### src/rtl/uart_cmd_ctrl_if.sv
// Handshake bundle between the UART command controller and its environment:
// byte receive/transmit streams, sensor measurement request, and busy status.
interface uart_cmd_ctrl_if;
  logic [7:0]  rx_data;
  logic        rx_valid;
  logic        rx_ready;
  logic [7:0]  tx_data;
  logic        tx_valid;
  logic        tx_ready;
  logic        meas_start;
  logic        meas_done;
  logic [15:0] meas_value;
  logic        busy;

  modport slave (
    input  rx_data, rx_valid, tx_ready, meas_done, meas_value,
    output rx_ready, tx_data, tx_valid, meas_start, busy
  );

  modport master (
    output rx_data, rx_valid, tx_ready, meas_done, meas_value,
    input  rx_ready, tx_data, tx_valid, meas_start, busy
  );
endinterface

### src/rtl/uart_cmd_ctrl.sv
// Parses 3-byte A5/CMD/CHK command frames, optionally triggers a sensor
// measurement, and answers with a 5-byte 5A/STATUS/D_HI/D_LO/CHK response.
module uart_cmd_ctrl #(
  parameter int unsigned BYTE_TIMEOUT = 100_000,
  parameter int unsigned MEAS_TIMEOUT = 1_000_000
) (
  input logic            clk,
  input logic            rstn,
  uart_cmd_ctrl_if.slave bus
);

  localparam logic [7:0]  SyncRx   = 8'hA5;
  localparam logic [7:0]  SyncTx   = 8'h5A;
  localparam logic [7:0]  CmdRead  = 8'h01;
  localparam logic [7:0]  CmdPing  = 8'h02;
  localparam logic [7:0]  StatOk   = 8'h00;
  localparam logic [7:0]  StatChk  = 8'hE1;
  localparam logic [7:0]  StatCmd  = 8'hE2;
  localparam logic [7:0]  StatTmo  = 8'hE3;
  localparam logic [31:0] ByteLast = 32'(BYTE_TIMEOUT - 1);
  localparam logic [31:0] MeasLast = 32'(MEAS_TIMEOUT - 1);

  typedef enum logic [2:0] {StIdle, StGetCmd, StGetChk, StMeasWait, StSend} state_e;

  state_e      state_q, state_d;
  logic [7:0]  cmd_q, cmd_d;
  logic [7:0]  status_q, status_d;
  logic [15:0] data_q, data_d;
  logic [2:0]  idx_q, idx_d;
  logic [31:0] cnt_q, cnt_d;
  logic        rx_ready_q, tx_valid_q, meas_start_q;
  logic        rx_fire, tx_fire, rx_state_d;
  logic [7:0]  tx_byte;

  assign rx_fire = bus.rx_valid && rx_ready_q;
  assign tx_fire = tx_valid_q && bus.tx_ready;

  always_comb begin
    state_d  = state_q;
    cmd_d    = cmd_q;
    status_d = status_q;
    data_d   = data_q;
    idx_d    = idx_q;
    cnt_d    = cnt_q;
    unique case (state_q)
      StIdle: begin
        if (rx_fire && (bus.rx_data == SyncRx)) begin
          state_d = StGetCmd;
          cnt_d   = '0;
        end
      end
      StGetCmd: begin
        if (rx_fire) begin
          cmd_d   = bus.rx_data;
          state_d = StGetChk;
          cnt_d   = '0;
        end else if (cnt_q >= ByteLast) begin
          state_d = StIdle;
          cnt_d   = '0;
        end else begin
          cnt_d = cnt_q + 32'd1;
        end
      end
      StGetChk: begin
        if (rx_fire) begin
          cnt_d   = '0;
          idx_d   = '0;
          data_d  = '0;
          state_d = StSend;
          if (bus.rx_data != (SyncRx ^ cmd_q)) begin
            status_d = StatChk;
          end else if (cmd_q == CmdPing) begin
            status_d = StatOk;
          end else if (cmd_q == CmdRead) begin
            state_d = StMeasWait;
          end else begin
            status_d = StatCmd;
          end
        end else if (cnt_q >= ByteLast) begin
          state_d = StIdle;
          cnt_d   = '0;
        end else begin
          cnt_d = cnt_q + 32'd1;
        end
      end
      StMeasWait: begin
        // A completion landing on the expiry cycle still counts as success.
        if (bus.meas_done) begin
          status_d = StatOk;
          data_d   = bus.meas_value;
          state_d  = StSend;
          cnt_d    = '0;
        end else if (cnt_q >= MeasLast) begin
          status_d = StatTmo;
          data_d   = '0;
          state_d  = StSend;
          cnt_d    = '0;
        end else begin
          cnt_d = cnt_q + 32'd1;
        end
      end
      StSend: begin
        if (tx_fire) begin
          if (idx_q == 3'd4) begin
            idx_d   = '0;
            state_d = StIdle;
          end else begin
            idx_d = idx_q + 3'd1;
          end
        end
      end
      default: state_d = StIdle;
    endcase
  end

  assign rx_state_d = (state_d == StIdle) || (state_d == StGetCmd) || (state_d == StGetChk);

  // Handshake outputs are registered so they read 0 throughout reset.
  always_ff @(posedge clk or negedge rstn) begin
    if (!rstn) begin
      state_q      <= StIdle;
      cmd_q        <= '0;
      status_q     <= '0;
      data_q       <= '0;
      idx_q        <= '0;
      cnt_q        <= '0;
      rx_ready_q   <= 1'b0;
      tx_valid_q   <= 1'b0;
      meas_start_q <= 1'b0;
    end else begin
      state_q      <= state_d;
      cmd_q        <= cmd_d;
      status_q     <= status_d;
      data_q       <= data_d;
      idx_q        <= idx_d;
      cnt_q        <= cnt_d;
      rx_ready_q   <= rx_state_d;
      tx_valid_q   <= (state_d == StSend);
      meas_start_q <= (state_q == StGetChk) && (state_d == StMeasWait);
    end
  end

  always_comb begin
    tx_byte = 8'h00;
    if (tx_valid_q) begin
      unique case (idx_q)
        3'd0:    tx_byte = SyncTx;
        3'd1:    tx_byte = status_q;
        3'd2:    tx_byte = data_q[15:8];
        3'd3:    tx_byte = data_q[7:0];
        3'd4:    tx_byte = SyncTx ^ status_q ^ data_q[15:8] ^ data_q[7:0];
        default: tx_byte = 8'h00;
      endcase
    end
  end

  assign bus.rx_ready   = rx_ready_q;
  assign bus.tx_valid   = tx_valid_q;
  assign bus.tx_data    = tx_byte;
  assign bus.meas_start = meas_start_q;
  assign bus.busy       = (state_q != StIdle);

endmodule

### src/flat_wrapper.sv
// flat-port wrapper written by rule: the top's interface ports become plain ports
module uart_cmd_ctrl_flat 
#(
  parameter int unsigned BYTE_TIMEOUT = 100_000,
  parameter int unsigned MEAS_TIMEOUT = 1_000_000
)
  (clk, rstn, bus_rx_data, bus_rx_valid, bus_tx_ready, bus_meas_done, bus_meas_value, bus_rx_ready, bus_tx_data, bus_tx_valid, bus_meas_start, bus_busy);
  uart_cmd_ctrl_if bus_i ();
  input logic clk;
  input logic rstn;
  input wire logic [$bits(bus_i.rx_data)-1:0] bus_rx_data;
  input wire logic [$bits(bus_i.rx_valid)-1:0] bus_rx_valid;
  input wire logic [$bits(bus_i.tx_ready)-1:0] bus_tx_ready;
  input wire logic [$bits(bus_i.meas_done)-1:0] bus_meas_done;
  input wire logic [$bits(bus_i.meas_value)-1:0] bus_meas_value;
  output wire logic [$bits(bus_i.rx_ready)-1:0] bus_rx_ready;
  output wire logic [$bits(bus_i.tx_data)-1:0] bus_tx_data;
  output wire logic [$bits(bus_i.tx_valid)-1:0] bus_tx_valid;
  output wire logic [$bits(bus_i.meas_start)-1:0] bus_meas_start;
  output wire logic [$bits(bus_i.busy)-1:0] bus_busy;
  assign bus_i.rx_data = bus_rx_data;
  assign bus_i.rx_valid = bus_rx_valid;
  assign bus_i.tx_ready = bus_tx_ready;
  assign bus_i.meas_done = bus_meas_done;
  assign bus_i.meas_value = bus_meas_value;
  assign bus_rx_ready = bus_i.rx_ready;
  assign bus_tx_data = bus_i.tx_data;
  assign bus_tx_valid = bus_i.tx_valid;
  assign bus_meas_start = bus_i.meas_start;
  assign bus_busy = bus_i.busy;
  uart_cmd_ctrl #(.BYTE_TIMEOUT(BYTE_TIMEOUT), .MEAS_TIMEOUT(MEAS_TIMEOUT)) u_core (.clk(clk), .rstn(rstn), .bus(bus_i));
endmodule
### config.mk
export PLATFORM = sky130hd
export DESIGN_NAME = uart_cmd_ctrl_flat
export DESIGN_NICKNAME = d
export VERILOG_FILES = /design/src/rtl/uart_cmd_ctrl_if.sv /design/src/rtl/uart_cmd_ctrl.sv /design/src/flat_wrapper.sv
export SDC_FILE = /design/constraint.sdc
export NUM_CORES = 1
export LEC_CHECK = 0
export ABC_CLOCK_PERIOD_IN_PS = 2200
export CAP_MARGIN = 10
export CORE_ASPECT_RATIO = 1.1
export CORE_UTILIZATION = 52
export DETAILED_ROUTE_END_ITERATION = 7
export GPL_ROUTABILITY_DRIVEN = 0
export PLACE_DENSITY = 0.74
export SYNTH_ARGS = -nofsm -noshare
export SYNTH_HDL_FRONTEND = slang
export SYNTH_SLANG_ARGS = --single-unit
### constraint.sdc
create_clock -name clk -period 2.2 [get_ports clk]
set_input_delay 0.44 -clock clk [delete_from_list [all_inputs] [get_ports clk]]
set_output_delay 0.44 -clock clk [all_outputs]
set_load 0.01 [all_outputs]
# Word-level counts from Yosys, hierarchy flattened
# Index checks and enable logic that the tools add are counted.
# totals
reg_bits,73
latch_bits,0
ram_bits,0
mem_bits_ro,0
output_inout_bits,12
word_cells,92
mem_count,0
# classes
addsub,2
n_mul,0
n_div,0
magnitude_cmp,2
n_eq_ne,21
shifts,0
n_mux,35
bitwise,4
n_reduce_logical,19
# ops
operator,count
$mux W32,5
$pmux W32 S3,1
$mux W8,7
$mux W16,3
$mux W3,14
$pmux W8 S5,1
$add A32 B1 Y32 const B,1
$ge A32 B17 Y1 const B,1
$ge A32 B20 Y1 const B,1
$pmux W16 S2,1
$eq A3 B2 Y1 const B,6
$pmux W8 S2,1
$xor A8 B8 Y8,2
$pmux W3 S5,1
$eq A3 B1 Y1 const B,3
$eq A3 B3 Y1 const B,3
$logic_not A3 Y1,3
$eq A8 B1 Y1 const B,1
$eq A8 B2 Y1 const B,1
$eq A8 B8 Y1 const B,1
$ne A8 B8 Y1,1
$not A4 Y4,2
$ne A2 B1 Y1 const B,3
$pmux W3 S2,1
11 further kinds,19

# Logic depth before layout (Yosys ltp)
# Gate-level depths: netlist of run 1.
# logic_depth
depth_word,9
mapped_depth,9

# Worst setup path before layout of run 1
# Ideal clock, no wire load.
# synth_timing
kind,reg2out
from,register u_core.idx_q[2]
to,output bus_tx_data[3]
t_arrival_ps,1807
setup_slack_ps,-47
path_stages_with_launch,7
n_path_buf,2
path_cell_list,dfrtp_1 clkbuf_1 inv_1 ha_1 clkbuf_1 o31ai_1 nor2_1
# synth_between
elab_chain_len,3
elab_cells_between_ends,7
classes_between,eq/ne: 4; mux: 2; reduce/logical: 1
# synth_lines
element,line_no,rtl
"start, declared",uart_cmd_ctrl.sv:29,"logic [2:0] idx_q, idx_d;"
"start signal, assigned",uart_cmd_ctrl.sv:135,idx_q <= idx_d;
$eq A3 B3 Y1 (tied with other cells),uart_cmd_ctrl.sv:146,unique case (idx_q)
$pmux W8 S5 *,uart_cmd_ctrl.sv:146,
$mux W8 *,uart_cmd_ctrl.sv:145,if (tx_valid_q) begin
"end, declared",flat_wrapper.sv:17,output wire logic [$bits(bus_i.tx_data)-1:0] bus_tx_data;
# Mark *: on every way between the ends. The rest lies on a longest branch, timed or not.

# Worst setup path after layout of run 1
# layout_timing
from,register u_core.idx_q[1]
to,output bus_tx_data[3]
# Same word-level chain as after synthesis.

==> impl_metrics.yaml, run 1 <==
placement:
  dpl_cell_area_um2: 4830
  hpwl_um: 6880
  io_buffer_count: 40
  dp_slack_ns: -0.389
routing:
  drc: 0
  via_count: 3983
  wl_per_cell_um: 19.3
  viasPerCell: 6.40
  firstDrtPassIters: 6
  drtIter0Drc: 383
  postRouteAntennaNets: 0
  routed_wl_um: 12000
sta:
  setup_viol: 27
  skew_ns: 0.0103
  hold_ws_ns: 0.0861
  setup_ws_ns: -0.220
  fmax_mhz: 413
  post-route-period-util: 1.10
  post-route-min-period_ns: 2.42
  slew_viol_final: 0
  worst_pin_slew_ns: 0.596
  rsz0062_at_grt: "true"
  maxSlewHeadroom: 0.601
  hold_viol: 0
run_status:
  violations: "negative setup slack"
  status: "finished, violations left"
power_and_ir_drop:
  powerDensity_nw_per_um2: 713
  leakagePower_nw: 2.54
  ir_worst_vdd_mv: 0.407
critical_path:
  end_kind: "primary output"
  regToRegStartpoint: "u_core.cnt_q[12]$_DFFE_PN0P_"
  crit_path_start_kind: "flip-flop"
  slowest_stage: "dfrtp_2"
  timing.critical_path.max_delay_family: "flip-flops"
  reg2reg_slack_ns: -0.06
  crit_fanout: 7
  startpoint: "u_core.idx_q[1]$_DFFE_PN0P_"
  path_class: "reg -> out"
  reg2reg_depth: 7
  critPathMostFrequentCell: "ha_4"
  slowest_delay_ns: 0.48
  required_ns: 1.76
  path_cells: "ha_4 -> ha_4 -> o31ai_4 -> buf_6 -> buf_4 -> nor2_1 -> buf_2"
  path_buf_inv: 3
  critical_path_cell_count: 7
  cp.arrival_ns: 1.98
floorplan:
  die_h_um: 93.3
  num_rows: 32
  core_um2: 7170
  start_util: 0.550
  die_w_um: 85.0
  dieArea_um2: 7930
  io_pins: 41
clock_tree:
  clkLatencyLatePin_ns: 0.36
  cts_root_buf: "clkbuf_8"
  cts_hold_buf: 0
  htreeDepth: 3
  clk_path_buf_depth: 2
  cts.clk_slew.worst_paths_ns: 0.08
  cts.sinks: 68
  cts_tree: "done"
  cts-buffers-inserted: 9
layout:
  fin_area_um2: 5720
  multi_input_area_um2: 2520
  seq_area_um2: 1710
  syn_to_final_growth_pct: 45.1
  drive_above_1_share: 0.356
  layout_common_cells: "buf_4 (66), dfrtp_1 (65), nand2_1 (40)"
  n_antenna_cell: 0
  mostFrequentLayoutCell: "buf_4"
  fin_nets: 567
  fillCellCount: 426
logic_synthesis:
  yosys_register_bits: 68
  ys_warn_count: 0
  synth_edf_count: 0
  syn_nets: 452
  synthCells: 417
  synth-main-ff-cell: "dfrtp_1"
  ys_seq_area_frac: 0.432
  yosysUniqueCellTypes: 60
  syn_area_um2: 3940
  avgSynthCellArea_um2: 9.45
  async_flop_share: 1.00
global_route:
  grt_pass1_wl_um: 17800
  grt.total_usage: 0.288
  gr-total-overflow: 0
  grt_pass1_vias: 3783
  grt_max_degree: 69
  antenna_found_initial: 0
worst_hold_path:
  hold_class: "in -> async"
job:
  cap_viol_max_count: 0
==> flip-flops by register name, summed over array words and instances (netlist names) <==
name and count:
u_core.bus.meas_start 1, u_core.bus.rx_ready 1, u_core.bus.tx_valid 1, u_core.cmd_q 8, u_core.cnt_q 32, u_core.data_q 16, u_core.idx_q 3, u_core.state_q 3
u_core.status_q 3
==> cell usage after synthesis (3+ instances only) <==
cell type,count,area share
a211o_1,4,0.0089
a211oi_1,6,0.011
a21boi_0,5,0.0095
a21o_1,3,0.0057
a21oi_1,37,0.047
a222oi_1,3,0.0076
a22o_1,19,0.042
a31oi_1,7,0.011
a41oi_1,3,0.0067
and2_1,4,0.0063
and3_1,11,0.017
and4_1,3,0.0067
clkbuf_1,15,0.014
dfrtp_1,68,0.43
ha_1,6,0.019
inv_1,7,0.0067
mux2_2,10,0.029
nand2_1,41,0.039
nand2b_1,3,0.0048
nand3_1,11,0.014
nand4_1,7,0.011
nor2_1,30,0.029
nor2b_1,4,0.0063
nor3_1,6,0.0076
nor4_1,9,0.014
nor4bb_1,3,0.0076
o21ai_0,16,0.020
o22a_1,4,0.0089
o31ai_1,4,0.0076
or3_1,3,0.0048
or4_1,4,0.0076
xnor2_1,17,0.038
xor2_1,8,0.018
==> report_power, final <==
group / total, W / switching (W) / internal [W]
combinational: 0.00155 / 0.000777 / 0.000769
sequential: 0.00140 / 0.0000958 / 0.00131
clock: 0.00113 / 0.000489 / 0.000640
total: 0.00408 / 0.00136 / 0.00272
==> final cells by class <==
cell class / instances / share of cell area
Clock buffer: 12 / 0.0236
Multi-Input combinational cell: 321 / 0.440
Tap cell: 85 / 0.0186
Clock inverter: 4 / 0.0129
Sequential cell: 68 / 0.298
Inverter: 7 / 0.00547
Timing Repair Buffer: 125 / 0.201
==> path summary, 6_finish.rpt <==
| path | end |
|---|---|
| min in group clk | u_core.cmd_q[2]$_DFFE_PN0P_ |
| worst min register to register | u_core.data_q[10]$_DFFE_PN0P_ |
| worst min-delay path | u_core.data_q[14]$_DFFE_PN0P_ |
| max in group asynchronous | u_core.idx_q[0]$_DFFE_PN0P_ |
| worst max register to register | u_core.cnt_q[20]$_DFFE_PN0P_ |
| worst max-delay path | bus_tx_data[3] |
==> routing by layer <==
layer	track usage	wire length (um)
met1	0.339	4700
met2	0.511	6210
met3	0.0485	693
met4	0.134	426
met5	0	0
==> logic make-up after synthesis <==
logic type | count (synthesis) | share of synthesized area
buffers and inverters | 28 | 0.0330
XOR/XNOR | 25 | 0.0556
AND/OR/NAND/NOR | 149 | 0.202
AO/OA/AOI/OAI | 129 | 0.225
multiplexers | 12 | 0.0337
flip-flops | 68 | 0.432
adder cells (fa/ha/maj) | 6 | 0.0190
==> per-stage QoR <==
stage	power, W	util	setup TNS, ns	cells
after floorplan	0.00192	-	0	417
after global placement	0.00245	0.673	-11.46	578
after detailed placement	0.00248	0.673	-13.83	578
after CTS	0.00384	0.742	-1.57	611
after global routing	0.00425	0.798	-3.69	622
final	0.00408	0.798	-2.13	622
==> timing repair <==
action	in CTS	in global routing
pin swaps	24	22
setup endpoints to repair	36	63
cloned	1	2
gates resized for setup	78	73
buffers inserted	17	11
(Power assumes the default switching activity.)
==> inputs of run 2 (changes only) <==
SLEW_MARGIN = 20   (was not set)
==> results of run 2 <==
The final DEF is identical to that of run 1; final timing and power are the same.
